[src/rtl/arcade_input_pkg.sv]
// Shared types and constants for the arcade input conditioner: coin FSM states,
// PS/2 scan codes, joystick bit positions and in0/in1 bit positions.
package arcade_input_pkg;

    localparam int unsigned CNT_W = 4;

    typedef enum logic [1:0] {
        COIN_IDLE,
        COIN_PULSE,
        COIN_LOCKOUT,
        COIN_RELEASE
    } coin_state_t;

    // Player-1 directions match on the low byte only (extended and plain codes alias)
    localparam logic [7:0] SC_P1_UP    = 8'h75;
    localparam logic [7:0] SC_P1_DOWN  = 8'h72;
    localparam logic [7:0] SC_P1_LEFT  = 8'h6B;
    localparam logic [7:0] SC_P1_RIGHT = 8'h74;

    localparam logic [8:0] SC_FIRE1_A  = 9'h029;
    localparam logic [8:0] SC_FIRE1_B  = 9'h014;
    localparam logic [8:0] SC_START1_A = 9'h005;
    localparam logic [8:0] SC_START1_B = 9'h016;
    localparam logic [8:0] SC_START2_A = 9'h006;
    localparam logic [8:0] SC_START2_B = 9'h01E;
    localparam logic [8:0] SC_COIN_A   = 9'h004;
    localparam logic [8:0] SC_COIN_B   = 9'h02E;
    localparam logic [8:0] SC_COIN_C   = 9'h036;
    localparam logic [8:0] SC_P2_UP    = 9'h02D;
    localparam logic [8:0] SC_P2_DOWN  = 9'h02B;
    localparam logic [8:0] SC_P2_LEFT  = 9'h023;
    localparam logic [8:0] SC_P2_RIGHT = 9'h034;
    localparam logic [8:0] SC_FIRE2    = 9'h01C;

    localparam int unsigned JOY_RIGHT  = 0;
    localparam int unsigned JOY_LEFT   = 1;
    localparam int unsigned JOY_DOWN   = 2;
    localparam int unsigned JOY_UP     = 3;
    localparam int unsigned JOY_FIRE   = 4;
    localparam int unsigned JOY_START1 = 5;
    localparam int unsigned JOY_START2 = 6;
    localparam int unsigned JOY_COIN   = 7;

    localparam int unsigned IN_UP      = 0;
    localparam int unsigned IN_LEFT    = 1;
    localparam int unsigned IN_RIGHT   = 2;
    localparam int unsigned IN_DOWN    = 3;
    localparam int unsigned IN0_FIRE   = 4;
    localparam int unsigned IN0_COIN   = 5;
    localparam int unsigned IN1_START1 = 5;
    localparam int unsigned IN1_START2 = 6;

    typedef struct packed {
        logic up1;
        logic down1;
        logic left1;
        logic right1;
        logic fire1;
        logic start1;
        logic start2;
        logic coin;
        logic up2;
        logic down2;
        logic left2;
        logic right2;
        logic fire2;
    } key_state_t;

endpackage

[src/rtl/ps2_key_decoder.sv]
// PS/2 key event decoder: detects toggles of ps2_key[10] and tracks the
// pressed/released state of every mapped arcade key.
module ps2_key_decoder
    import arcade_input_pkg::*;
(
    input  logic        clk,
    input  logic        rst_n,
    input  logic [10:0] ps2_key,
    output key_state_t  keys
);

    logic       toggle_q;
    logic       armed;
    logic       key_event;
    logic       pressed;
    logic [8:0] code;
    key_state_t keys_next;

    assign code      = ps2_key[8:0];
    assign pressed   = ps2_key[9];
    assign key_event = ps2_key[10] != toggle_q;

    // Apply the current event's code to a copy of the key state
    always_comb begin
        keys_next = keys;
        if (code[7:0] == SC_P1_UP) begin
            keys_next.up1 = pressed;
        end else if (code[7:0] == SC_P1_DOWN) begin
            keys_next.down1 = pressed;
        end else if (code[7:0] == SC_P1_LEFT) begin
            keys_next.left1 = pressed;
        end else if (code[7:0] == SC_P1_RIGHT) begin
            keys_next.right1 = pressed;
        end else begin
            case (code)
                SC_FIRE1_A, SC_FIRE1_B:          keys_next.fire1  = pressed;
                SC_START1_A, SC_START1_B:        keys_next.start1 = pressed;
                SC_START2_A, SC_START2_B:        keys_next.start2 = pressed;
                SC_COIN_A, SC_COIN_B, SC_COIN_C: keys_next.coin   = pressed;
                SC_P2_UP:                        keys_next.up2    = pressed;
                SC_P2_DOWN:                      keys_next.down2  = pressed;
                SC_P2_LEFT:                      keys_next.left2  = pressed;
                SC_P2_RIGHT:                     keys_next.right2 = pressed;
                SC_FIRE2:                        keys_next.fire2  = pressed;
                default:                         ;
            endcase
        end
    end

    // First cycle out of reset only samples the toggle bit, so a stale toggle is not an event
    always_ff @(posedge clk or negedge rst_n) begin
        if (!rst_n) begin
            toggle_q <= 1'b0;
            armed    <= 1'b0;
            keys     <= '0;
        end else begin
            toggle_q <= ps2_key[10];
            armed    <= 1'b1;
            if (armed && key_event) begin
                keys <= keys_next;
            end
        end
    end

endmodule

[src/rtl/arcade_input_cond.sv]
// Arcade input conditioner: merges PS/2 keys and joysticks into active-low
// in0/in1 bytes and shapes coins into frame-timed pulses.
// Define ARCADE_COIN_LOCKOUT_EN to add a post-pulse coin lockout period.
module arcade_input_cond
    import arcade_input_pkg::*;
#(
    parameter int unsigned COIN_FRAMES = 3,
    parameter int unsigned LOCK_FRAMES = 6
) (
    input  logic        CLK,
    input  logic        RESET_N,
    input  logic [10:0] ps2_key,
    input  logic [15:0] joy1,
    input  logic [15:0] joy2,
    input  logic        vblank,
    input  logic        club,
    output logic [7:0]  in0,
    output logic [7:0]  in1,
    output logic        coin_active
);

    key_state_t        keys;
    logic [4:0]        p1_joy;
    logic [4:0]        p2_joy;
    logic              up1, down1, left1, right1, fire1;
    logic              up2, down2, left2, right2, fire2;
    logic              start1, start2;
    logic              coin_req;
    logic              coin_req_q;
    logic              coin_edge;
    logic              vblank_q;
    logic              frame_tick;
    coin_state_t       state, state_next;
    logic [CNT_W-1:0]  cnt, cnt_next;
    logic              coin_active_next;
    logic [7:0]        in0_act;
    logic [7:0]        in1_act;
    logic              unused_joy;

    assign unused_joy = ^{joy1[15:8], joy2[15:8]};

`ifndef ARCADE_COIN_LOCKOUT_EN
    localparam int unsigned LOCK_UNUSED = LOCK_FRAMES;
`endif

    ps2_key_decoder u_decoder (
        .clk     (CLK),
        .rst_n   (RESET_N),
        .ps2_key (ps2_key),
        .keys    (keys)
    );

    // Shared-joystick mode feeds the OR of both sticks to both players
    assign p1_joy = club ? joy1[4:0] : (joy1[4:0] | joy2[4:0]);
    assign p2_joy = club ? joy2[4:0] : (joy1[4:0] | joy2[4:0]);

    assign up1    = keys.up1    | p1_joy[JOY_UP];
    assign down1  = keys.down1  | p1_joy[JOY_DOWN];
    assign left1  = keys.left1  | p1_joy[JOY_LEFT];
    assign right1 = keys.right1 | p1_joy[JOY_RIGHT];
    assign fire1  = keys.fire1  | p1_joy[JOY_FIRE];
    assign up2    = keys.up2    | p2_joy[JOY_UP];
    assign down2  = keys.down2  | p2_joy[JOY_DOWN];
    assign left2  = keys.left2  | p2_joy[JOY_LEFT];
    assign right2 = keys.right2 | p2_joy[JOY_RIGHT];
    assign fire2  = keys.fire2  | p2_joy[JOY_FIRE];
    assign start1 = keys.start1 | joy1[JOY_START1] | joy2[JOY_START1];
    assign start2 = keys.start2 | joy1[JOY_START2] | joy2[JOY_START2];
    assign coin_req = keys.coin | joy1[JOY_COIN] | joy2[JOY_COIN];

    // Edge history resets high so inputs already asserted at release give no edge
    always_ff @(posedge CLK or negedge RESET_N) begin
        if (!RESET_N) begin
            coin_req_q <= 1'b1;
            coin_edge  <= 1'b0;
            vblank_q   <= 1'b1;
            frame_tick <= 1'b0;
        end else begin
            coin_req_q <= coin_req;
            coin_edge  <= coin_req & ~coin_req_q;
            vblank_q   <= vblank;
            frame_tick <= vblank & ~vblank_q;
        end
    end

    // Coin FSM next state; edges outside IDLE are dropped
    always_comb begin
        state_next = state;
        cnt_next   = cnt;
        unique case (state)
            COIN_IDLE: begin
                if (coin_edge) begin
                    state_next = COIN_PULSE;
                    cnt_next   = CNT_W'(COIN_FRAMES);
                end
            end
            COIN_PULSE: begin
                if (frame_tick) begin
                    if (cnt == CNT_W'(1)) begin
`ifdef ARCADE_COIN_LOCKOUT_EN
                        state_next = COIN_LOCKOUT;
                        cnt_next   = CNT_W'(LOCK_FRAMES);
`else
                        state_next = COIN_RELEASE;
                        cnt_next   = '0;
`endif
                    end else begin
                        cnt_next = cnt - CNT_W'(1);
                    end
                end
            end
            COIN_LOCKOUT: begin
                if (frame_tick) begin
                    if (cnt == CNT_W'(1)) begin
                        state_next = COIN_RELEASE;
                        cnt_next   = '0;
                    end else begin
                        cnt_next = cnt - CNT_W'(1);
                    end
                end
            end
            COIN_RELEASE: begin
                if (!coin_req) begin
                    state_next = COIN_IDLE;
                end
            end
            default: begin
                state_next = COIN_IDLE;
                cnt_next   = '0;
            end
        endcase
        coin_active_next = (state_next == COIN_PULSE);
    end

    always_ff @(posedge CLK or negedge RESET_N) begin
        if (!RESET_N) begin
            state       <= COIN_IDLE;
            cnt         <= '0;
            coin_active <= 1'b0;
        end else begin
            state       <= state_next;
            cnt         <= cnt_next;
            coin_active <= coin_active_next;
        end
    end

    // Active-high images of the output bytes; unused bit positions read as set
    always_comb begin
        in0_act           = 8'hC0;
        in0_act[IN_UP]    = up1;
        in0_act[IN_LEFT]  = left1;
        in0_act[IN_RIGHT] = right1;
        in0_act[IN_DOWN]  = down1;
        in0_act[IN0_FIRE] = fire1;
        in0_act[IN0_COIN] = coin_active;

        in1_act             = 8'h90;
        in1_act[IN_UP]      = up2;
        in1_act[IN_LEFT]    = left2;
        in1_act[IN_RIGHT]   = right2;
        in1_act[IN_DOWN]    = down2;
        in1_act[IN1_START1] = start1;
        in1_act[IN1_START2] = start2;
    end

    always_ff @(posedge CLK or negedge RESET_N) begin
        if (!RESET_N) begin
            in0 <= 8'hFF;
            in1 <= 8'hFF;
        end else begin
            in0 <= ~in0_act;
            in1 <= ~in1_act;
        end
    end

endmodule

[config.mk]
export PLATFORM = sky130hd
export DESIGN_NAME = arcade_input_cond
export DESIGN_NICKNAME = d
export VERILOG_FILES = /design/src/rtl/arcade_input_pkg.sv /design/src/rtl/ps2_key_decoder.sv /design/src/rtl/arcade_input_cond.sv
export SDC_FILE = /design/constraint.sdc
export NUM_CORES = 1
export LEC_CHECK = 0
export CORE_ASPECT_RATIO = 0.8
export CORE_MARGIN = 2
export CORE_UTILIZATION = 45
export DETAILED_ROUTE_END_ITERATION = 6
export PLACE_DENSITY_LB_ADDON = 0.08
export SLEW_MARGIN = 20
export SYNTH_ARGS = -nofsm -noshare
export SYNTH_HDL_FRONTEND = slang
export SYNTH_HIERARCHICAL = 1
export SYNTH_SLANG_ARGS = --single-unit
[constraint.sdc]
create_clock -name CLK -period 2.21 [get_ports CLK]
set_input_delay 0.221 -clock CLK [delete_from_list [all_inputs] [get_ports CLK]]
set_output_delay 0.221 -clock CLK [all_outputs]
set_load 0.02 [all_outputs]
== Word level (Yosys, flattened, before mapping) ==
Cells that the tools add are included.
Storage, ports and cells
  register bits: 41
  latch bits: 0
  RAM bits: 0
  ROM bits: 0
  bits of input ports: 47
  output and inout bits: 17
  word-level logic and storage cells: 107
  memories: 0
Operators by class
  add/sub/neg operators: 1
  multiply operators: 0
  divide/modulo/power cells: 0
  magnitude comparators: 0
  equal/unequal tests: 25
  shift-type cells: 0
  mux-type cells: 11
  bitwise logic cells: 26
  reductions and logical operators: 21
Operator list (count)
  $eq 9x6->1 const B: 7
  $reduce_and 6->1: 8
  $eq 8x7->1 const B: 4
  $eq 9x3->1 const B: 3
  $eq 9x5->1 const B: 3
  $mux 4: 4
  $not 8->8: 2
  $or 1x1->1: 15
  $mux 2: 4
  $pmux 4 s2: 1
  $reduce_or 2->1: 4
  $not 1->1: 6
  $pmux 2 s3: 1
  $reduce_and 3->1: 2
  $mux 5: 1
  $or 5x5->5: 1
  $reduce_and 5->1: 1
  $eq 2x1->1 const B: 2
  $eq 2x2->1 const B: 2
  $eq 4x1->1 const B: 1
  $reduce_and 4->1: 1
  $sub 4x1->4 const B: 1
  $reduce_or 3->1: 1
  $and 1x1->1: 2
  7 further kinds: 7

== Longest topological paths before layout ==
  depth after elaboration: 5
  mapped depth: 5
  gate-level depth less buffers: 5

== Modules after synthesis ==
The synthesis kept the hierarchy.
By module, submodules not included
  arcade_input_cond: times used 1, cells an instance 87, area each 1072.3 um^2, sequential area each 619.3 um^2
  ps2_key_decoder: times used 1, cells an instance 70, area each 778.2 um^2, sequential area each 375.4 um^2

== Least setup slack after synthesis ==
OpenSTA, ideal clock, no wires.
  path type: register to register
  from: reg u_decoder.toggle_q
  to: reg u_decoder/keys[6] (netlist name)
  library setup time: 0.127 ns
  data arrival time: 1.510 ns
  data required time: 2.083 ns
  setup slack: 0.573 ns
  cell stages (with the launch flop): 5
  path buffers: 0
  period minus slack after synthesis: 1.637 ns
  cells stage by stage: dfrtp_1 -> xor2_1 -> nand3_2 -> or4_1 -> mux2_1
Between the ends
  cells in the longest elaborated chain, start to end: 3
RTL lines
  start, declared: RTL line ps2_key_decoder.sv:12  | logic toggle_q;
  start signal, assigned: RTL line ps2_key_decoder.sv:57  | toggle_q <= ps2_key[10];
  $ne 1x1->1: RTL line ps2_key_decoder.sv:21  | assign key_event = ps2_key[10] != toggle_q;
  $logic_and 1x1->1: RTL line ps2_key_decoder.sv:59  | if (armed && key_event) begin
  $reduce_and 6->1 (no line)
Every way passes these cells.
A chain may end at the register's enable or synchronous reset.

== Final worst setup path ==
  from: in ps2_key[2]
  to: reg u_decoder/keys[8] (netlist name)
Between the ends
  cells in the longest elaborated chain, start to end: 3
  elaborated cells between the ends (all ways): 12
  those cells by class: 6 x eq/ne; 4 x bitwise; 2 x reduce/logical
RTL lines
  start, declared: RTL line arcade_input_cond.sv:12  | input logic [10:0] ps2_key,
  $eq 9x6->1 (tied with other cells): RTL line ps2_key_decoder.sv:35  | case (code)
  $reduce_or 2->1 / $not 1->1 (equally long branches)
  $reduce_and 6->1 (no line) *
Mark *: on every way between the ends. The rest lies on a longest branch, timed or not.

==> results.toml <==
[place]
place.port_buffers = 47
dp_hpwl_um = 2700
gp_routability_congestion = 0.847

[floorplanning]
floorplan.rows = 20
floorplan.die_area_um2 = 4540
io-pin-count = 64
core-area_um2 = 3830
chipHeight_um = 60.7
initial_core_util_pct = 47.2
dieWidth_um = 74.9

[synth]
netlist_area_um2 = 1810
net_count_of_the_mapped_netlist = 207
post_synth_inst_count = 154
yosys_warnings = 6
synth_area_per_cell_um2 = 11.7

[route]
first_pass_drt_iterations = 4
detail_route.drc_violations = 0
wire_per_inst_um = 14.0
via_count = 1401
routed_vias_inst = 5.35
postRouteWirelength_um = 3660
antenna_left = 0
detail_route.iter0.violations = 48

[global_routing]
antenna_violations_before_repair = 0
total_routing_usage_gr_pct = 18.6
grt_pass1_vias = 1446
first_pass_grt_wire_length_um = 6220
grt_overflow_total = 0
grt_max_degree = 39

[clock_tree]
cts_sinks = 38
insertion_delay_ps = 280
ctsHtreeMaxLevel = 2
clockRootBuffer = "sky130_fd_sc_hd__clkbuf_8"
cts_inserted_buffers = 5
cts-resized-gates = 0
cts.hold.buffers_added = 0
cts-root-to-sink-buffers = 2
postCtsSetupBuffers = 0
clkSlewWorstSetupHoldPaths_ps = 70
clock_tree_from_tritoncts = "built"

[power_and_ir_drop]
power-per-cell-area_nw_per_um2 = 781
power_leakage_nw = 0.997
design_power_total_mw = 1.89
vdd_drop_max_mv = 0.362

[worst_setup_path]
worstSetupPathType = "primary input to flip-flop"
timing.critical_path.fanout_max = 6
cp_data_arrival_time_ps = 1970
cp-start-kind = "primary input"
crit_required_ps = 2370
critical_path.endpoint_type = "flip-flop"

[timing]
final-setup-viol-count = 0
clock_skew_ps = 6.38
final_period_minus_worst_setup_slack_ps = 1810
worst_pin_slew_ps = 812
slew_headroom_pct = 45.9
grt_setup_unrepaired = "false"
fmaxAchievable_mhz = 552
timing.final.max_slew_violations = 0
layout_worst_path_cycle_share_pct = 82.0
fin_hold_ws_ps = 23.9
report.final.hold_viol_count = 0
totalNegativeSetupSlack_ps = 0

[final_layout]
num-fill-cells = 337
final_standard_cell_utilization_of_the_core_pct = 63.3
layout-drive-gt1-share_pct = 17.9
insertedDiodeCount = 0
final_net_count = 259
flow.area_growth_from_synthesis_pct = 34.0

[run]
cap_violations = 0

[outcome]
status = "finished, final reports clean"

[min_path]
min_path_type = "primary input to asynchronous set/reset pin"
==> cell type report <==
| cell class | count | area [um^2] | area share, % |
|---|---|---|---|
| well taps | 55 | 68.8 | 2.84 |
| flip-flops and latches | 38 | 970 | 40.0 |
| multi-input cells | 101 | 768 | 31.7 |
| repair buffers | 53 | 510 | 21.1 |
| inverters | 7 | 26.3 | 1.08 |
| clock buffers | 8 | 80.1 | 3.30 |
==> through the flow <==
| step | setup slack, ps | cell area [um^2] | std cells |
|---|---|---|---|
| floorplan | 586 | 1810 | 154 |
| global placement | 144 | 2340 | 254 |
| detailed placement | 135 | 2340 | 254 |
| CTS | 417 | 2420 | 262 |
| global route | 273 | 2420 | 262 |
| finish | 399 | 2420 | 262 |
==> state kept, by name, indices dropped and copies added, names as in the netlist <==
| signal | flops |
|---|---|
| u_decoder/toggle_q | 1 |
| coin_req_q | 1 |
| state | 2 |
| u_decoder/armed | 1 |
| in0 | 6 |
| vblank_q | 1 |
| in1 | 7 |
| coin_edge | 1 |
| u_decoder/keys | 12 |
| coin_active | 1 |
| cnt | 4 |
| frame_tick | 1 |
==> where the power goes <==
part           leakage (nW)  internal (mW)  switching, mW
clock network        0.0395          0.224          0.220
registers             0.458          0.799         0.0655
logic                 0.500          0.295          0.290
total                 0.997           1.32          0.576
==> worst max-delay path: stages <==
cell	delay [ps]
sky130_fd_sc_hd__clkdlybuf4s50_1	580
sky130_fd_sc_hd__nand2b_1	170
sky130_fd_sc_hd__or3_1	330
sky130_fd_sc_hd__a211oi_1	310
sky130_fd_sc_hd__mux2_1	360
==> layer usage <==
metal / global-route usage [%] / vias to the layer above / routed length [um]
met2: 30.6 / 62 / 1700
li1: - / 660 / -
met3: 6.81 / 4 / 256
met4: 6.89 / 0 / 23
met5: 0 / - / 0
met1: 22.8 / 675 / 1680
==> path summary, 6_finish.rpt <==
check	cells past startpoint	startpoint	to	slack, ps
max	5	ps2_key[2]	u_decoder/keys[8]	400
min	1	RESET_N	coin_active	20
max reg2reg	5	state[0]	cnt[1]	430
min reg2reg	1	u_decoder/keys[3]	in1[3]	390
max in group asynchronous	1	RESET_N	cnt[3]	1660
min in group CLK	1	vblank	vblank_q	380
==> cell usage in the layout, fill, tap and decap left out, types with 3 or more instances in the layout <==
master and n:
sky130_fd_sc_hd__clkdlybuf4s50_1 46, sky130_fd_sc_hd__nand4b_1 3, sky130_fd_sc_hd__nor3_1 8, sky130_fd_sc_hd__clkbuf_8 5
sky130_fd_sc_hd__mux2_1 7, sky130_fd_sc_hd__buf_4 6, sky130_fd_sc_hd__clkbuf_1 3, sky130_fd_sc_hd__dfrtp_1 23
sky130_fd_sc_hd__nand2b_1 6, sky130_fd_sc_hd__nand2_1 7, sky130_fd_sc_hd__mux2_2 7, sky130_fd_sc_hd__dfstp_2 15
sky130_fd_sc_hd__nor4_1 6, sky130_fd_sc_hd__nand3b_1 3, sky130_fd_sc_hd__ha_1 6, sky130_fd_sc_hd__inv_1 6
sky130_fd_sc_hd__a211oi_1 10, sky130_fd_sc_hd__nor2b_1 8
Power figures use the tool's default switching activity.
